==> config.mk <==
export PLATFORM = sky130hd
export DESIGN_NAME = spi_buf_loopback
export DESIGN_NICKNAME = d
export VERILOG_FILES = /design/src/rtl/spi_buf_loopback.sv
export SDC_FILE = /design/constraint.sdc
export NUM_CORES = 2
export LEC_CHECK = 0
export CAP_MARGIN = 20
export CORE_AREA = 10 10 608 610
export DETAILED_ROUTE_END_ITERATION = 8
export DIE_AREA = 0 0 618 620
export PLACE_DENSITY = 0.65
export SLEW_MARGIN = 20
export SYNTH_ARGS = -nofsm -noshare
export SYNTH_HDL_FRONTEND = slang
export SYNTH_SLANG_ARGS = --single-unit
==> constraint.sdc <==
create_clock -name clk -period 2.65 [get_ports clk]
set_input_delay 0.795 -clock clk [delete_from_list [all_inputs] [get_ports clk]]
set_output_delay 0.795 -clock clk [all_outputs]
set_load 0.02 [all_outputs]
==> src/rtl/spi_buf_loopback.sv <==
// spi_buf_loopback: command-decoding user side of spi_dev_core.
// Buffered write/read, live echo and status, one command per CSn frame.
module spi_buf_loopback #(
  parameter int unsigned AWIDTH    = 9,
  parameter logic [7:0]  IDLE_BYTE = 8'hA5
) (
  input  logic       clk,
  input  logic       rst_n,
  input  logic [7:0] usr_mosi_data,
  input  logic       usr_mosi_stb,
  output logic [7:0] usr_miso_data,
  input  logic       usr_miso_ack,
  input  logic       csn_state,
  input  logic       csn_rise,
  input  logic       csn_fall
);

  localparam int unsigned DEPTH = 1 << AWIDTH;
  localparam logic [AWIDTH:0] LEN_FULL = {1'b1, {AWIDTH{1'b0}}};
  localparam logic [AWIDTH:0] PTR_ONE  = {{AWIDTH{1'b0}}, 1'b1};

  typedef enum logic [2:0] {
    S_IDLE,
    S_CMD,
    S_WRITE,
    S_READ,
    S_ECHO,
    S_STAT,
    S_IGNORE
  } state_t;

  state_t r_state;
  state_t w_state_nxt;

  logic [7:0]      r_mem [DEPTH];
  logic [7:0]      r_rd_data;
  logic [AWIDTH:0] r_wr_ptr;
  logic [AWIDTH:0] r_rd_ptr;
  logic [AWIDTH:0] r_len;
  logic            r_ovf;
  logic            r_udf;
  logic [1:0]      r_stat_idx;
  logic [7:0]      r_echo;
  logic [7:0]      r_miso;

  logic       w_desel;
  logic       w_fall;
  logic       w_stb;
  logic       w_ack;
  logic       w_cmd;
  logic       w_dec_wr;
  logic       w_dec_rd;
  logic       w_dec_echo;
  logic       w_dec_stat;
  logic       w_dec_bad;
  logic       w_wr_stb;
  logic       w_wr_room;
  logic       w_mem_we;
  logic       w_rd_ack;
  logic       w_rd_avail;
  logic       w_st_ack;
  logic       w_echo_stb;
  logic [15:0] w_len16;
  logic [7:0] w_stat_byte;
  logic [7:0] w_miso_nxt;

  // Deselect masks every strobe; the command byte is only the first stb in CMD
  assign w_desel    = csn_state | csn_rise;
  assign w_fall     = csn_fall & ~w_desel;
  assign w_stb      = usr_mosi_stb & ~w_desel;
  assign w_ack      = usr_miso_ack & ~w_desel;
  assign w_cmd      = (r_state == S_CMD) & w_stb & ~w_fall;
  assign w_dec_wr   = w_cmd & (usr_mosi_data == 8'h01);
  assign w_dec_rd   = w_cmd & (usr_mosi_data == 8'h02);
  assign w_dec_echo = w_cmd & (usr_mosi_data == 8'h03);
  assign w_dec_stat = w_cmd & (usr_mosi_data == 8'h04);
  assign w_dec_bad  = w_cmd & ~(w_dec_wr | w_dec_rd |
                                w_dec_echo | w_dec_stat);

  assign w_wr_stb   = (r_state == S_WRITE) & w_stb;
  assign w_wr_room  = r_wr_ptr < LEN_FULL;
  assign w_mem_we   = w_wr_stb & w_wr_room;
  assign w_rd_ack   = (r_state == S_READ) & w_ack;
  assign w_rd_avail = r_rd_ptr < r_len;
  assign w_st_ack   = (r_state == S_STAT) & w_ack;
  assign w_echo_stb = (r_state == S_ECHO) & w_stb;
  assign w_len16    = 16'(r_len);

  assign usr_miso_data = r_miso;

  // State register
  always_ff @(posedge clk or negedge rst_n) begin
    if (!rst_n) r_state <= S_IDLE;
    else        r_state <= w_state_nxt;
  end

  // Next state: deselect wins, then select, then command decode
  always_comb begin
    w_state_nxt = r_state;
    unique case (1'b1)
      w_desel:    w_state_nxt = S_IDLE;
      w_fall:     w_state_nxt = S_CMD;
      w_dec_wr:   w_state_nxt = S_WRITE;
      w_dec_rd:   w_state_nxt = S_READ;
      w_dec_echo: w_state_nxt = S_ECHO;
      w_dec_stat: w_state_nxt = S_STAT;
      w_dec_bad:  w_state_nxt = S_IGNORE;
      default:    ;
    endcase
  end

  // Buffer RAM: one write port, registered read port
  always_ff @(posedge clk) begin
    if (w_mem_we) r_mem[r_wr_ptr[AWIDTH-1:0]] <= usr_mosi_data;
    r_rd_data <= r_mem[r_rd_ptr[AWIDTH-1:0]];
  end

  // Write pointer and length; length tracks pointer, full stops both
  always_ff @(posedge clk or negedge rst_n) begin
    if (!rst_n) begin
      r_wr_ptr <= '0;
      r_len    <= '0;
    end else if (w_dec_wr) begin
      r_wr_ptr <= '0;
      r_len    <= '0;
    end else if (w_mem_we) begin
      r_wr_ptr <= r_wr_ptr + PTR_ONE;
      r_len    <= r_wr_ptr + PTR_ONE;
    end
  end

  // Sticky error flags, cleared only by a WRITE command
  always_ff @(posedge clk or negedge rst_n) begin
    if (!rst_n) begin
      r_ovf <= 1'b0;
      r_udf <= 1'b0;
    end else if (w_dec_wr) begin
      r_ovf <= 1'b0;
      r_udf <= 1'b0;
    end else begin
      if (w_wr_stb & ~w_wr_room)  r_ovf <= 1'b1;
      if (w_rd_ack & ~w_rd_avail) r_udf <= 1'b1;
    end
  end

  // Read pointer advances per ack while data remains
  always_ff @(posedge clk or negedge rst_n) begin
    if (!rst_n)                      r_rd_ptr <= '0;
    else if (w_dec_rd)               r_rd_ptr <= '0;
    else if (w_rd_ack & w_rd_avail)  r_rd_ptr <= r_rd_ptr + PTR_ONE;
  end

  // Status index saturates on the trailing zero byte
  always_ff @(posedge clk or negedge rst_n) begin
    if (!rst_n)                           r_stat_idx <= 2'd0;
    else if (w_dec_stat)                  r_stat_idx <= 2'd0;
    else if (w_st_ack && r_stat_idx != 2'd3)
      r_stat_idx <= r_stat_idx + 2'd1;
  end

  // Echo holds the last byte received in ECHO
  always_ff @(posedge clk or negedge rst_n) begin
    if (!rst_n)          r_echo <= 8'h00;
    else if (w_dec_echo) r_echo <= 8'h00;
    else if (w_echo_stb) r_echo <= usr_mosi_data;
  end

  // MISO byte selection by phase
  always_comb begin
    w_stat_byte = 8'h00;
    unique case (r_stat_idx)
      2'd0:    w_stat_byte = w_len16[7:0];
      2'd1:    w_stat_byte = w_len16[15:8];
      2'd2:    w_stat_byte = {6'b0, r_udf, r_ovf};
      default: w_stat_byte = 8'h00;
    endcase
    w_miso_nxt = IDLE_BYTE;
    unique case (r_state)
      S_READ:   w_miso_nxt = w_rd_avail ? r_rd_data : 8'h00;
      S_ECHO:   w_miso_nxt = r_echo;
      S_STAT:   w_miso_nxt = w_stat_byte;
      S_IGNORE: w_miso_nxt = 8'hFF;
      default:  w_miso_nxt = IDLE_BYTE;
    endcase
  end

  // Registered MISO byte
  always_ff @(posedge clk or negedge rst_n) begin
    if (!rst_n) r_miso <= IDLE_BYTE;
    else        r_miso <= w_miso_nxt;
  end

endmodule

==> key figures <==
Pwr
  – Pleak: 62.9 nW
  – P_sw: about 26 mW
  – Logic gate share of total power: 0.016
  – VDD IR max: about 0.00058 V
  – Clock network power share: 0.436
  – Sequential share of power: 0.548
  – Int Power: between 100 and 150 mW
  – Switching share of total power: 0.200
  – Power per cell area: around 670 nW/um^2

Run status
  – Status: finished with violations
  – Failing checks: negative setup slack

Clock tree
  – CTS Buf Count: 415
  – H-tree levels: 5
  – Clock-pin slew on the worst setup and hold paths: around 0.060 ns
  – Clock buffer depth: 4
  – Clk Tree Root Cell: clkbuf_16
  – Clock Latency Late Sink: 1.00 ns
  – Clock Sinks: between 4000 and 5000
  – CTS tree: built

Route
  – Drc violations: 0
  – DRT iter0 DRCs: around 12000
  – Antenna Nets Post-Route: 0
  – WL final: about 460 mm
  – Vias per inst: between 6 and 7
  – Avg WL per Cell: between 30 and 40 um
  – Via count: between 80000 and 90000
  – Router iterations before antenna repair: 7

Worst setup path
  – Max FO, Critical Path: 9
  – CP endpoint kind: flop
  – Reg-to-reg endpoint: r_rd_data[0]
  – Worst setup SP type: flop
  – Crit-path cells: buf_4 -> nor2b_2 -> nand2_1 -> buf_4 -> a21oi_1 -> a2111oi_1 -> buf_4 -> a211oi_1 -> a2bb2oi_2
  – Setup CP Type: flop to flop
  – Critical path data arrival time: 4.22 ns
  – Max incr delay on CP: 0.69 ns
  – Crit path max-delay cell type: a211oi_1
  – Crit path top cell by count: buf_4
  – Reg2reg path depth: 9
  – Critical Path RT: between 3 and 4 ns
  – R2r setup slk: -0.69 ns
  – FF-to-FF Start: r_rd_ptr[5]

Logic synthesis
  – #FFs+latches synth: 4147
  – Adder and majority cell fraction of the synthesized area: 0.00141
  – Post-synth ARST share: 0.0104
  – Sequential area share after synthesis: 0.775
  – Complex-gate fraction of the synthesized area: 0.0299
  – Cells after Synth: about 7500
  – Syn avg cell area: 21.5 um^2
  – Number of distinct library cells after synthesis: 69
  – Syn_nets: 7500
  – Post-synth EDFFs: about 4100
  – Post-synthesis xor/xnor area fraction: 0.000929
  – Post-synth top flop: edfxtp_1
  – Largest family of logic cells by synthesized area: multiplexers
  – Yosys warns: 0
  – Mux contribution to synthesized area: 0.154
  – Cell area after synthesis: 160000 um^2
  – Simple-gate area share of the yosys netlist: 0.0229

STA
  – Post-route clock skew: about 0.065 ns
  – Slew headroom: 0.0732
  – RSZ-0062 raised after global routing: yes
  – Max Clock Freq: ~300 MHz
  – Final Slew Violations: 0
  – Worst-Margin Slew: approximately 1.4 ns
  – Fin. Hold Viols: 0
  – Fin crit share: 1.26
  – Final Critical Period: 3.34 ns
  – # setup viols final: between 3000 and 4000
  – Setup TNS: -419.62 ns
  – PnR worst setup slack: -0.686 ns

Floorplan
  – Starting Density: 0.448
  – Core area: between 300000 and 400000 um^2
  – Row count: between 200 and 250
  – Ports: 23
  – Die Span X: ~620 um
  – Die ar.: 383000 um^2
  – Die Y: about 620 um

Placement
  – IO Port Bufs: 22
  – Dpl cells: approximately 13000
  – Routability congestion estimate: between 0.9 and 1
  – Final HPWL from detailed placement: between 200 and 300 mm
  – DP Worst Slack: -1.27 ns

GRT
  – Initial antenna violation count: 19
  – First-pass GRT wire length: around 650 mm
  – Congestion Overflow GR: 0
  – GRT Total Usage: 0.233
  – Vias in the first global route: 86731
  – Largest net degree at the start of global routing: 183

Final layout
  – Final Non-Filler Cells: around 14000
  – Area grow syn2layout: 23.1%
  – Final net count: a little over 9000
  – Share of cells above drive strength 1: 0.395
  – Filler instances: ~26000

Worst hold path
  – Hold Path Origin: usr_mosi_data[0]
  – Hold crit path type: input port to flop
  – Hold path cells: 1
  – Hold Path End: r_mem[86][0]

Job
  – Max Cap Viol: 0
-- power by group through the flow --
stage                     Sequential (mW)  Clock [mW]  Combinational, mW
after floorplan                      73.4           0              0.432
after global placement               73.4           0               1.89
after detailed placement             73.4           0               1.99
after CTS                            72.0        58.1               2.05
after global routing                 72.0        60.8               2.19
final                                72.1        57.4               2.08
-- final cells by class --
class                      instances  area [um^2]  area share
clock inverter                   261         2400      0.0121
sequential                      4147       124000       0.630
antenna                           10         25.0    0.000127
timing repair buffer            1626        16900      0.0858
tap                             4773         5970      0.0303
clock buffer                     504        10800      0.0550
multi-input combinational       2840        36800       0.186
inverter                          21         86.3    0.000438
-- kinds of logic after synthesis --
logic type | Yosys count
xor gates and xnor gates | 17
muxes | 1219
AOI/OAI and AO/OA | 697
and+or+nand+nor | 888
adders and majority gates | 18
buffers and inverters | 481
DFF | 4147
-- worst max path at each step --
stage	depth (start not counted)	to	startpoint	slack, ns
2_1_floorplan	9	r_mem[121][0]	csn_rise	-0.26
3_3_place_gp	11	r_mem[104][5]	usr_mosi_stb	-1.27
3_5_place_dp	11	r_mem[427][0]	usr_mosi_stb	-1.27
4_1_cts	14	r_rd_data[0]	r_rd_ptr[0]	-0.59
5_1_grt	14	r_rd_data[0]	r_rd_ptr[0]	-0.65
6_report	9	r_rd_data[0]	r_rd_ptr[5]	-0.69
-- per-stage QoR --
step	hold slack (ns)	cell area (um^2)	util	power [mW]
6_report	0.215	197000	0.552	132
5_1_grt	0.180	197000	0.552	135
4_1_cts	0.165	195000	0.546	132
3_5_place_dp	0.456	179000	0.502	75.4
3_3_place_gp	0.446	179000	0.502	75.3
2_1_floorplan	0.427	161000	-	73.9
-- what timing repair did --
action | in CTS | in global routing
hold buffers | 1 | 0
setup endpoints to repair | 4131 | 4092
buffers inserted | 47 | 37
cloned | 18 | 7
gates resized for setup | 421 | 394
pin swaps | 22 | 45
hold endpoints to repair | 39 | 0
-- cells in the final DEF (no fill, tap or decap), types with 15 or more instances in the layout --
| cell | netlist | final |
|---|---|---|
| edfxtp_1 | 4096 | 4096 |
| buf_4 | 32 | 1136 |
| mux4_2 | 1001 | 1001 |
| clkbuf_16 | 0 | 427 |
| nor2_1 | 584 | 321 |
| buf_12 | 3 | 242 |
| nor2_4 | 0 | 223 |
| mux2i_1 | 213 | 202 |
| a22oi_1 | 221 | 193 |
| buf_6 | 39 | 165 |
| a21oi_1 | 136 | 121 |
| nand2_1 | 140 | 107 |
| clkinv_1 | 0 | 94 |
| clkbuf_1 | 199 | 83 |
| clkinv_2 | 0 | 72 |
| o21ai_0 | 97 | 69 |
| a221oi_1 | 73 | 54 |
| nand3_1 | 69 | 53 |
| nor2_2 | 1 | 41 |
| bufinv_16 | 0 | 35 |
| buf_8 | 5 | 32 |
| dfrtp_1 | 39 | 31 |
| buf_16 | 0 | 30 |
| a211oi_2 | 1 | 28 |
| a22oi_2 | 0 | 28 |
| o21ai_1 | 6 | 27 |
| clkinvlp_4 | 0 | 22 |
| a221oi_2 | 0 | 19 |
| inv_1 | 18 | 18 |
| nor3_1 | 27 | 18 |
| ha_1 | 18 | 18 |
| xnor2_1 | 17 | 17 |
| a31oi_1 | 19 | 16 |
| nand2_4 | 0 | 16 |
| a22o_1 | 15 | 15 |
-- critical path, delay by kind of cell, from the launching register on --
| family | cells | cell delay, ns |
|---|---|---|
| AOI/OAI and AO/OA | 4 | 1.27 |
| buffers and inverters | 3 | 0.81 |
| and+or+nand+nor | 2 | 0.67 |
| DFF | 1 | 0.51 |
-- synthesized netlist by cell type (4+ instances only) --
cell	n	area share
nor3_1	27	0.00084
edfxtp_1	4096	0.77
nand3_1	69	0.0022
o22ai_1	18	0.00070
buf_4	32	0.0015
nand2b_1	10	0.00039
a21oi_1	136	0.0042
a31oi_1	19	0.00074
dfstp_2	4	0.00066
o21ai_0	97	0.0030
dfrtp_1	39	0.0061
and2_1	14	0.00055
dfxtp_1	8	0.0010
o211ai_1	14	0.00066
buf_8	5	0.00047
xnor2_1	17	0.00093
nand2_1	140	0.0033
o221ai_1	4	0.00022
a22oi_1	221	0.010
buf_6	39	0.0027
a2111oi_0	8	0.00044
o22a_1	4	0.00022
inv_1	18	0.00042
a211oi_1	47	0.0022
mux2i_1	213	0.013
clkbuf_1	199	0.0047
ha_1	18	0.0014
nor4_1	6	0.00023
mux4_2	1001	0.14
a22o_1	15	0.00082
and3_1	5	0.00020
nor2b_1	10	0.00039
mux2_2	5	0.00035
buf_1	61	0.0014
o21ai_1	6	0.00019
nand4_1	6	0.00023
buf_2	120	0.0037
a221oi_1	73	0.0040
nor2_1	584	0.014
-- state kept, by name, indices dropped and copies added, names as in the netlist --
register       cells
r_echo             8
usr_miso_data      8
r_len             10
r_stat_idx         2
r_state            3
r_mem           4096
r_ovf              1
r_rd_ptr          10
r_udf              1
r_rd_data          8
-- routing by layer --
layer	share of wire	track usage	wire length (um)
met5	0.000094	0	43
met3	0.10	0.0532	46200
met4	0.041	0.0830	18800
met2	0.48	0.371	217000
met1	0.38	0.317	174000
Note: power is estimated with default switching activity, not from simulation.
